File: src/rtl/multdiv_unit_pkg.sv
// Shared processor constants for the execute-stage multiply/divide unit:
// ALU opcodes, FSM state encodings and default widths.
package multdiv_unit_pkg;

   localparam logic [4:0] ALUOP_MUL = 5'b00110;
   localparam logic [4:0] ALUOP_DIV = 5'b00111;

   localparam int DATA_WIDTH_DEF = 32;
   localparam int CNT_WIDTH_DEF  = 6;
   localparam int TAG_WIDTH_DEF  = 5;

   typedef enum logic [1:0] {
      ST_IDLE = 2'd0,
      ST_MUL  = 2'd1,
      ST_DIV  = 2'd2,
      ST_DONE = 2'd3
   } state_t;

endpackage

File: src/rtl/multdiv_unit_if.sv
// Start/operand/result bundle between decode, the mul/div unit and writeback.
interface multdiv_unit_if #(
   parameter int DATA_WIDTH = 32,
   parameter int TAG_WIDTH  = 5
);
   logic                  ctrl_MULT;
   logic                  ctrl_DIV;
   logic [DATA_WIDTH-1:0] data_operandA;
   logic [DATA_WIDTH-1:0] data_operandB;
   logic [TAG_WIDTH-1:0]  tag_in;
   logic [DATA_WIDTH-1:0] data_result;
   logic                  data_exception;
   logic                  data_resultRDY;
   logic [TAG_WIDTH-1:0]  tag_out;
   logic                  busy;

   modport master (
      output ctrl_MULT, ctrl_DIV, data_operandA, data_operandB, tag_in,
      input  data_result, data_exception, data_resultRDY, tag_out, busy
   );

   modport slave (
      input  ctrl_MULT, ctrl_DIV, data_operandA, data_operandB, tag_in,
      output data_result, data_exception, data_resultRDY, tag_out, busy
   );
endinterface

File: src/rtl/multdiv_unit_negate_32.sv
// Conditional two's-complement negation, used for operand magnitudes and
// for restoring the sign of the final result.
module negate_32 #(
   parameter int DATA_WIDTH = 32
) (
   input  logic [DATA_WIDTH-1:0] value,
   input  logic                  negate_en,
   output logic [DATA_WIDTH-1:0] result
);
   assign result = negate_en ? (~value + {{(DATA_WIDTH-1){1'b0}}, 1'b1}) : value;
endmodule

File: src/rtl/multdiv_unit.sv
// Iterative signed multiply (shift-add) / divide (restoring) unit: one bit per
// clock over DATA_WIDTH clocks, registered result handed to writeback.
module multdiv_unit
   import multdiv_unit_pkg::*;
#(
   parameter int DATA_WIDTH = DATA_WIDTH_DEF,
   parameter int CNT_WIDTH  = CNT_WIDTH_DEF,
   parameter int TAG_WIDTH  = TAG_WIDTH_DEF
) (
   input  logic          clock,
   input  logic          reset,
   multdiv_unit_if.slave bus
);
   localparam int W = DATA_WIDTH;
   localparam logic [CNT_WIDTH-1:0] LAST_CNT = CNT_WIDTH'(DATA_WIDTH - 1);
   localparam logic [CNT_WIDTH-1:0] CNT_ONE  = {{(CNT_WIDTH-1){1'b0}}, 1'b1};

   state_t               state_r;
   logic [CNT_WIDTH-1:0] cnt_r;
   logic [W-1:0]         op_r;      // multiplicand (MUL) or divisor (DIV) magnitude
   logic [2*W-1:0]       acc_r;     // {acc_hi, multiplier} or {remainder, quotient}
   logic                 sign_r;
   logic [TAG_WIDTH-1:0] tag_r;
   logic [W-1:0]         result_r;
   logic                 exc_r;
   logic                 rdy_r;
   logic [TAG_WIDTH-1:0] tag_out_r;

   logic           start_s;
   logic           start_mul_s;
   logic [W-1:0]   a_mag_s;
   logic [W-1:0]   b_mag_s;
   logic [W-1:0]   res_signed_s;
   logic [2*W-1:0] acc_nx_s;
   logic [W:0]     sum_s;
   logic [W+1:0]   diff_s;
   logic           last_s;
   logic           mul_ovf_s;
   logic           div_ovf_s;

   assign start_s     = (bus.ctrl_MULT | bus.ctrl_DIV) &
                        ((state_r == ST_IDLE) | (state_r == ST_DONE));
   assign start_mul_s = start_s & bus.ctrl_MULT;
   assign last_s      = (cnt_r == LAST_CNT);

   negate_32 #(.DATA_WIDTH(W)) u_neg_a (
      .value(bus.data_operandA), .negate_en(bus.data_operandA[W-1]), .result(a_mag_s)
   );
   negate_32 #(.DATA_WIDTH(W)) u_neg_b (
      .value(bus.data_operandB), .negate_en(bus.data_operandB[W-1]), .result(b_mag_s)
   );
   negate_32 #(.DATA_WIDTH(W)) u_neg_res (
      .value(acc_nx_s[W-1:0]), .negate_en(sign_r), .result(res_signed_s)
   );

   // One shift-add or restoring-divide step on the accumulator
   always_comb begin
      sum_s    = '0;
      diff_s   = '0;
      acc_nx_s = acc_r;
      case (state_r)
         ST_MUL: begin
            sum_s    = {1'b0, acc_r[2*W-1:W]} + {1'b0, (acc_r[0] ? op_r : {W{1'b0}})};
            acc_nx_s = {sum_s, acc_r[W-1:1]};
         end
         ST_DIV: begin
            diff_s = {1'b0, acc_r[2*W-1:W-1]} - {2'b00, op_r};
            if (!diff_s[W+1]) begin
               acc_nx_s = {diff_s[W-1:0], acc_r[W-2:0], 1'b1};
            end else begin
               acc_nx_s = {acc_r[2*W-2:0], 1'b0};
            end
         end
         default: begin
            acc_nx_s = acc_r;
         end
      endcase
   end

   // A signed product fits in W bits iff its magnitude is below 2^(W-1), or equals it when negative
   assign mul_ovf_s = sign_r ? ((|acc_nx_s[2*W-1:W]) | (acc_nx_s[W-1] & (|acc_nx_s[W-2:0])))
                             : (|acc_nx_s[2*W-1:W-1]);
   // Positive quotient of 2^(W-1) only arises from INT_MIN / -1
   assign div_ovf_s = ~sign_r & acc_nx_s[W-1];

   // Control FSM, datapath registers and registered writeback outputs
   always_ff @(posedge clock or negedge reset) begin
      if (!reset) begin
         state_r   <= ST_IDLE;
         cnt_r     <= '0;
         op_r      <= '0;
         acc_r     <= '0;
         sign_r    <= 1'b0;
         tag_r     <= '0;
         result_r  <= '0;
         exc_r     <= 1'b0;
         rdy_r     <= 1'b0;
         tag_out_r <= '0;
      end else begin
         rdy_r <= 1'b0;
         case (state_r)
            ST_IDLE, ST_DONE: begin
               if (start_s) begin
                  cnt_r  <= '0;
                  sign_r <= bus.data_operandA[W-1] ^ bus.data_operandB[W-1];
                  tag_r  <= bus.tag_in;
                  if (start_mul_s) begin
                     op_r    <= a_mag_s;
                     acc_r   <= {{W{1'b0}}, b_mag_s};
                     state_r <= ST_MUL;
                  end else if (bus.data_operandB == {W{1'b0}}) begin
                     op_r      <= '0;
                     acc_r     <= '0;
                     state_r   <= ST_DONE;
                     result_r  <= '0;
                     exc_r     <= 1'b1;
                     rdy_r     <= 1'b1;
                     tag_out_r <= bus.tag_in;
                  end else begin
                     op_r    <= b_mag_s;
                     acc_r   <= {{W{1'b0}}, a_mag_s};
                     state_r <= ST_DIV;
                  end
               end else begin
                  state_r <= ST_IDLE;
               end
            end
            ST_MUL, ST_DIV: begin
               acc_r <= acc_nx_s;
               cnt_r <= cnt_r + CNT_ONE;
               if (last_s) begin
                  state_r   <= ST_DONE;
                  rdy_r     <= 1'b1;
                  tag_out_r <= tag_r;
                  if (state_r == ST_MUL) begin
                     result_r <= res_signed_s;
                     exc_r    <= mul_ovf_s;
                  end else if (div_ovf_s) begin
                     result_r <= '0;
                     exc_r    <= 1'b1;
                  end else begin
                     result_r <= res_signed_s;
                     exc_r    <= 1'b0;
                  end
               end else begin
                  state_r <= state_r;
               end
            end
            default: begin
               state_r <= ST_IDLE;
            end
         endcase
      end
   end

   assign bus.data_result    = result_r;
   assign bus.data_exception = exc_r;
   assign bus.data_resultRDY = rdy_r;
   assign bus.tag_out        = tag_out_r;
   assign bus.busy           = (state_r == ST_MUL) | (state_r == ST_DIV) | start_s;

endmodule

File: src/flat_wrapper.sv
// flat-port wrapper written by rule: the top's interface ports become plain ports
module multdiv_unit_flat import multdiv_unit_pkg::*;
#(
   parameter int DATA_WIDTH = DATA_WIDTH_DEF,
   parameter int CNT_WIDTH  = CNT_WIDTH_DEF,
   parameter int TAG_WIDTH  = TAG_WIDTH_DEF
)
  (clock, reset, bus_ctrl_MULT, bus_ctrl_DIV, bus_data_operandA, bus_data_operandB, bus_tag_in, bus_data_result, bus_data_exception, bus_data_resultRDY, bus_tag_out, bus_busy);
  multdiv_unit_if #(.DATA_WIDTH(DATA_WIDTH), .TAG_WIDTH(TAG_WIDTH)) bus_i ();
  input  logic clock;
  input  logic reset;
  input wire logic [$bits(bus_i.ctrl_MULT)-1:0] bus_ctrl_MULT;
  input wire logic [$bits(bus_i.ctrl_DIV)-1:0] bus_ctrl_DIV;
  input wire logic [$bits(bus_i.data_operandA)-1:0] bus_data_operandA;
  input wire logic [$bits(bus_i.data_operandB)-1:0] bus_data_operandB;
  input wire logic [$bits(bus_i.tag_in)-1:0] bus_tag_in;
  output wire logic [$bits(bus_i.data_result)-1:0] bus_data_result;
  output wire logic [$bits(bus_i.data_exception)-1:0] bus_data_exception;
  output wire logic [$bits(bus_i.data_resultRDY)-1:0] bus_data_resultRDY;
  output wire logic [$bits(bus_i.tag_out)-1:0] bus_tag_out;
  output wire logic [$bits(bus_i.busy)-1:0] bus_busy;
  assign bus_i.ctrl_MULT = bus_ctrl_MULT;
  assign bus_i.ctrl_DIV = bus_ctrl_DIV;
  assign bus_i.data_operandA = bus_data_operandA;
  assign bus_i.data_operandB = bus_data_operandB;
  assign bus_i.tag_in = bus_tag_in;
  assign bus_data_result = bus_i.data_result;
  assign bus_data_exception = bus_i.data_exception;
  assign bus_data_resultRDY = bus_i.data_resultRDY;
  assign bus_tag_out = bus_i.tag_out;
  assign bus_busy = bus_i.busy;
  multdiv_unit #(.DATA_WIDTH(DATA_WIDTH), .CNT_WIDTH(CNT_WIDTH), .TAG_WIDTH(TAG_WIDTH)) u_core (.clock(clock), .reset(reset), .bus(bus_i));
endmodule
File: config.mk
export PLATFORM = sky130hd
export DESIGN_NAME = multdiv_unit_flat
export DESIGN_NICKNAME = d
export VERILOG_FILES = /design/src/rtl/multdiv_unit_pkg.sv /design/src/rtl/multdiv_unit_if.sv /design/src/rtl/multdiv_unit_negate_32.sv /design/src/rtl/multdiv_unit.sv /design/src/flat_wrapper.sv
export SDC_FILE = /design/constraint.sdc
export NUM_CORES = 1
export LEC_CHECK = 0
export BUFFER_PORTS_ARGS = -buffer_cell sky130_fd_sc_hd__buf_4
export CELL_PAD_IN_SITES_DETAIL_PLACEMENT = 2
export CELL_PAD_IN_SITES_GLOBAL_PLACEMENT = 2
export CORE_ASPECT_RATIO = 0.8
export CORE_MARGIN = 2
export CORE_UTILIZATION = 40
export CTS_BUF_LIST = sky130_fd_sc_hd__clkbuf_8
export DETAILED_ROUTE_END_ITERATION = 8
export HOLD_SLACK_MARGIN = 0.12
export PLACE_DENSITY_LB_ADDON = 0.15
export SKIP_LAST_GASP = 1
export SYNTH_ARGS = -nofsm -noshare
export SYNTH_HDL_FRONTEND = slang
export SYNTH_SLANG_ARGS = --single-unit
File: constraint.sdc
create_clock -name clock -period 10.47 [get_ports clock]
set_clock_uncertainty 0.15 [all_clocks]
set_input_delay 2.094 -clock clock [delete_from_list [all_inputs] [get_ports clock]]
set_output_delay 2.094 -clock clock [all_outputs]
set_load 0.02 [all_outputs]
# [After elaboration in Yosys (flattened, before gate mapping)]
# Index checks and enable logic that the tools add are counted.
[totals] register_bits=149 in_bits=73 out_inout_bits=40 elab_cells=91
[classes] addsub=6 n_eq_ne=8 mux=44 bitwise=14 n_reduce_logical=9
[op_table] op="2-to-1 mux 32 bit" count=13
[op_table] op="case mux 64 bit (2 select lines)" count=2
[op_table] op="2-to-1 mux 64 bit" count=3
[op_table] op="adder 32 x 1 -> 32 bit (second input constant)" count=3
[op_table] op="inverter 32 bit" count=3
[op_table] op="case mux 32 bit (2 select lines)" count=1
[op_table] op="subtractor 33 x 32 -> 34 bit" count=1
[op_table] op="adder 32 x 32 -> 33 bit" count=1
[op_table] op="OR reduction 33 bit" count=1
[op_table] op="zero test 32 bit" count=1
[op_table] op="OR reduction 32 bit" count=1
[op_table] op="OR reduction 31 bit" count=1
[op_table] op="2-to-1 mux 5 bit" count=4
[op_table] op="2-to-1 mux 1 bit" count=12
[op_table] op="case mux 6 bit (2 select lines)" count=1
[op_table] op="case mux 5 bit (2 select lines)" count=1
[op_table] op="adder 6 x 1 -> 6 bit (second input constant)" count=1
[op_table] op="equality test 6 x 5 -> 1 bit (second input constant)" count=1
[op_table] op="2-to-1 mux 2 bit" count=3
[op_table] op="2-to-1 mux 6 bit" count=1
[op_table] op="inequality test 2 x 1 -> 1 bit (second input constant)" count=3
[op_table] op="OR 1 bit" count=5
[op_table] op="bitwise AND 1 bit" count=4
[op_table] op="equality test 2 bit (second input constant)" count=2
[op_table] op="10 further kinds" count=12

# [Longest topological paths before layout]
[depth] word_depth=10 depth_mapped=22 depth_no_buf=21

# [Hierarchy]
# From an unflattened synthesis, not the netlist that was laid out.
[unflattened] cells_unflattened=1683 area_unflattened_um2=13764.5
[modules_own_cells] mod="multdiv_unit" instances=1 cells_per_inst=1386 area_each_um2=11433.5 seq_area_each_um2=3728.6
[modules_own_cells] mod="negate_32" instances=3 cells_per_inst=99 area_each_um2=777.0 seq_area_each_um2=0.0

# [Least setup slack after synthesis]
# OpenSTA, ideal clock, no wires.
[synth_path] kind="input to register" start="input port bus_data_operandB[0]" end="register u_core.op_r[17]" t_arrival_ns=5.390 required_time_ns=10.187 setup_slack_ns=4.797 stages=13 path_cell_list="inv_1 ha_1 nand2_1 or3_1 or2_2 or3_1 or4_1 or4_1 o22ai_1 clkbuf_1 nor2_1 a211oi_1 a21oi_1"
[synth_via] elab_chain_len=5
[synth_rtl] element="from (decl)" line_no="flat_wrapper.sv:15" text="input wire logic [$bits(bus_i.data_operandB)-1:0] bus_data_operandB;"
[synth_rtl] element="inverter 32 bit" line_no="multdiv_unit_negate_32.sv:10" text="assign result = negate_en ? (~value + {{(DATA_WIDTH-1){1'b0}}, 1'b1}) : value;"
[synth_rtl] element="adder 32 x 1 -> 32 bit" line_no="multdiv_unit_negate_32.sv:10"
[synth_rtl] element="2-to-1 mux 32 bit" line_no="multdiv_unit_negate_32.sv:10"
[synth_rtl] element="2-to-1 mux 32 bit *" line_no="multdiv_unit.sv:111" text="end else if (bus.data_operandB == {W{1'b0}}) begin"
[synth_rtl] element="2-to-1 mux 32 bit *" line_no="multdiv_unit.sv:107" text="if (start_mul_s) begin"
[synth_rtl] element="to (signal assigned)" line_no="multdiv_unit.sv:108" text="op_r <= a_mag_s;"
[synth_rtl] element="to (signal assigned)" line_no="multdiv_unit.sv:120" text="op_r <= b_mag_s;"
[synth_rtl] element="to (decl)" line_no="multdiv_unit.sv:20" text="logic [W-1:0] op_r;"
# Every way passes the cells marked *; elsewhere a longest branch is shown, timed or not.
# A chain may end at the register's enable or synchronous reset.

# [Worst setup path in the final report]
[layout_path] start="register u_core.state_r[0]" end="output port bus_busy"
[layout_via] elab_chain_len=4
[layout_rtl] element="from (decl)" line_no="multdiv_unit.sv:18" text="state_t state_r;"
[layout_rtl] element="from (signal assigned)" line_no="multdiv_unit.sv:146" text="state_r <= state_r;"
[layout_rtl] element="equality test 2 bit / zero test 2 bit (equally long branches)" line_no="multdiv_unit.sv:42" text="((state_r == ST_IDLE) | (state_r == ST_DONE));"
[layout_rtl] element="OR 1 bit" line_no="multdiv_unit.sv:42"
[layout_rtl] element="bitwise AND 1 bit" line_no="multdiv_unit.sv:41" text="assign start_s = (bus.ctrl_MULT | bus.ctrl_DIV) &"
[layout_rtl] element="OR 1 bit *" line_no="multdiv_unit.sv:160" text="assign bus.busy = (state_r == ST_MUL) | (state_r == ST_DIV) | start_s;"
[layout_rtl] element="to (decl)" line_no="flat_wrapper.sv:21" text="output wire logic [$bits(bus_i.busy)-1:0] bus_busy;"
# Marks and branches as above.

==> flow_summary_export.csv <==
group,metric,value,unit
floorplanning,die_h,167,um
min_path,hold_start,"u_core.bus.data_result[22]$_DFFE_PN0P_",
cells_and_area,instances_no_fill,2213,
cells_and_area,diodes,0,
timing,finalCritPeriodShare,0.656,
yosys,synth-compound-area-share,0.294,
timing,setup_viol,0,
timing,finalMaxSlewViolations,0,
cells_and_area,ff_latch_area,3730,um^2
status,outcome,"complete, no violations",
cts,cts_max_level,4,
route,drt_first_pass_iters,5,
cts,post_cts_buffers,0,
floorplanning,coreArea,32700,um^2
floorplanning,initial_core_util,0.408,
route,routed_wl,56700,um
worst_setup_path,cp.arrival,4620,ps
global_route,top_usage_layer,"met2",
yosys,syn_inst,1716,
power_and_ir_drop,irDropWorstVdd,0.143,mV
global_route,grt_util_met1,0.436,
cts,cts_tree,"done",
placement,dp_hpwl,42900,um
worst_setup_path,cp_max_fo,87,
cts,cts_root_buffer,"clkbuf_8",
min_path,hold-path-endpoint,"u_core.bus.data_result[22]$_DFFE_PN0P_",
yosys,yosysSeqAreaShare,0.279,
floorplanning,dieArea,34900,um^2
route,drt_first_iter_violations,997,
cells_and_area,multi_input_area,9000,um^2
placement,port_buffers,112,
floorplanning,die_w,208,um
yosys,netlist_area,13300,um^2
worst_setup_path,critPathLaunchType,"flip-flop",
cells_and_area,final_net_count,1918,
timing,period_needed,6870,ps
global_route,grt_antenna_before_repair,0,
yosys,ys_ff_latch,149,
floorplanning,io_pins,113,
cells_and_area,final_layout_size_suffix_gt1_frac,0.109,
global_route,grt_max_degree,88,
power_and_ir_drop,p_per_area,342,nW/um^2
yosys,muxShareOfSynthArea,0.0217,
placement,dp.cells,2181,
timing,rsz0062_at_grt,"false",
route,drc,0,
timing,final_hold_viol_count,0,
power_and_ir_drop,power.total,5130,uW
global_route,use_met2,0.548,
route,post_drt_wl_per_cell,25.6,um
timing,worst_pin_slew,1210,ps
timing,timing.fmax,0.146,GHz
global_route,grt_util_met3,0.0538,
cells_and_area,final_cell_mix,"nand2_1, o21ai_0, dfrtp_1, a21oi_1, buf_4",
yosys,synth-adder-area-share,0.0686,
route,viasPerCell,6.38,
cells_and_area,syn_to_final_growth,12.4,%
worst_setup_path,r2r-start,"u_core.acc_r[57]$_DFFE_PN0N_",
floorplanning,rows,59,
min_path,hp-class,"flip-flop to flip-flop",
placement,place_congestion,0.901,
run,cap_violations,0,
yosys,synth_edf_count,0,
global_route,grt_pass1_vias,15147,
yosys,postSynthAreaPerCell,7.78,um^2
yosys,synth_nets,1861,
worst_setup_path,cp_data_required_time,8230,ps
global_route,grt_usage,0.325,
cts,cts.sinks,149,
yosys,synth_top_family_by_area,"compound AO/OA/AOI/OAI gates",
yosys,synthSimpleGateAreaFrac,0.196,
timing,fin_hold_ws,345,ps
yosys,synth_ff_type,"dfrtp_1",
cells_and_area,utilization,0.459,
yosys,async_flop_share,1.00,
global_route,overflow,0,
route,via_count,14122,
cts,cts_buffers,17,
worst_setup_path,crit_type,"flip-flop to primary output",
worst_setup_path,r2r_slack,4020,ps
worst_setup_path,end_kind,"primary output",
worst_setup_path,rr_worst_depth,20,
yosys,synth_cell_type_count,74,
worst_setup_path,rr_endpoint,"u_core.bus.data_exception$_DFFE_PN0P_",
cells_and_area,fill_cells,3747,
min_path,worstHoldPathCells,2,
power_and_ir_drop,leakage,0.00656,uW
cts,clkSlewWorstSetupHoldPaths,90,ps
cts,cts_max_path_buffers,2,
route,ant_nets,0,
cells_and_area,mostFrequentLayoutCell,"nand2_1",
yosys,ys.warnings.count,0,
global_route,grt_pass1_wl,88500,um
timing,maxSlewHeadroom,0.173,
yosys,synthXorXnorAreaFrac,0.0899,
cts,ctsResizeCount,0,
cts,insertion_delay,510,ps
cts,cts-hold-fix-buffers,0,
timing,finalSetupTns,0,ps
[cells in the mapped netlist, drive strengths merged, types with 21 or more instances]
cell / count / share of area
nand2: 231 / 0.065
o21ai: 173 / 0.065
dfrtp: 149 / 0.28
a21oi: 142 / 0.053
nor2: 99 / 0.028
xnor2: 83 / 0.054
clkbuf: 79 / 0.022
inv: 75 / 0.021
ha: 70 / 0.066
xor2: 54 / 0.035
a221oi: 48 / 0.031
o31ai: 48 / 0.027
and2: 38 / 0.018
nand3: 38 / 0.014
a21o: 28 / 0.016
nand2b: 25 / 0.012
nor3: 25 / 0.0094
a211oi: 21 / 0.012
[worst max-delay path, cell delays in order (launching register included)]
cell,delay (ps)
dfrtp_1,380
inv_1,90
ha_4,500
clkinv_1,520
buf_4,460
nor3_2,250
buf_4,830
inv_1,660
buf_4,340
[metrics by stage]
| stage | cell area (um^2) | setup slack (ps) |
|---|---|---|
| 3_3_place_gp | 14600 | 3930 |
| 6_report | 15000 | 3600 |
| 5_1_grt | 15000 | 3500 |
| 2_1_floorplan | 13300 | 4800 |
| 3_5_place_dp | 14600 | 3820 |
| 4_1_cts | 15000 | 3710 |
[flip-flops by register name, summed over array words and instances (netlist names)]
signal	count
u_core.op_r	32
u_core.acc_r	64
u_core.sign_r	1
u_core.bus.tag_out	5
u_core.bus.data_resultRDY	1
u_core.cnt_r	6
u_core.tag_r	5
u_core.state_r	2
u_core.bus.data_result	32
u_core.bus.data_exception	1
[logic make-up (layout without fill, tap and decap cells)]
kind of cell	after synthesis	in the layout
compound gates	605	605
simple gates	552	552
buf+inv	173	243
flops	149	149
xor+xnor	137	137
fa+ha+maj	72	72
mux	28	28
[where the power goes]
| group | leakage, uW | total, uW | switching (uW) | internal (uW) |
|---|---|---|---|---|
| combinational | 0.00457 | 3560 | 2330 | 1220 |
| clock | 0.000221 | 545 | 265 | 281 |
| sequential | 0.00177 | 1030 | 247 | 780 |
[final cells by class]
type | count | area share
Multi-Input combinational cell | 1394 | 0.600
Sequential cell | 149 | 0.249
Timing Repair Buffer | 133 | 0.0668
Tap cell | 427 | 0.0356
Inverter | 78 | 0.0195
Clock buffer | 17 | 0.0156
Clock inverter | 15 | 0.0141
[worst max-delay path by stage]
stage                                  startpoint                          end  slack, ps  cells past startpoint
floorplan                    bus_data_operandB[0]  u_core.op_r[17]$_DFFE_PN0P_       4800                     13
global placement                    bus_ctrl_MULT                     bus_busy       3930                      5
detailed placement                  bus_ctrl_MULT                     bus_busy       3820                      5
CTS                 u_core.state_r[0]$_DFFE_PN0P_                     bus_busy       3710                      8
global route        u_core.state_r[0]$_DFFE_PN0P_                     bus_busy       3500                      8
finish              u_core.state_r[0]$_DFFE_PN0P_                     bus_busy       3600                      8
[per-layer routing]
metal / vias to the layer above / part of all wire
li1: 6365 / -
met1: 7323 / 0.45
met2: 381 / 0.48
met3: 53 / 0.051
met4: 0 / 0.016
met5: - / 0
(Power assumes the default switching activity.)
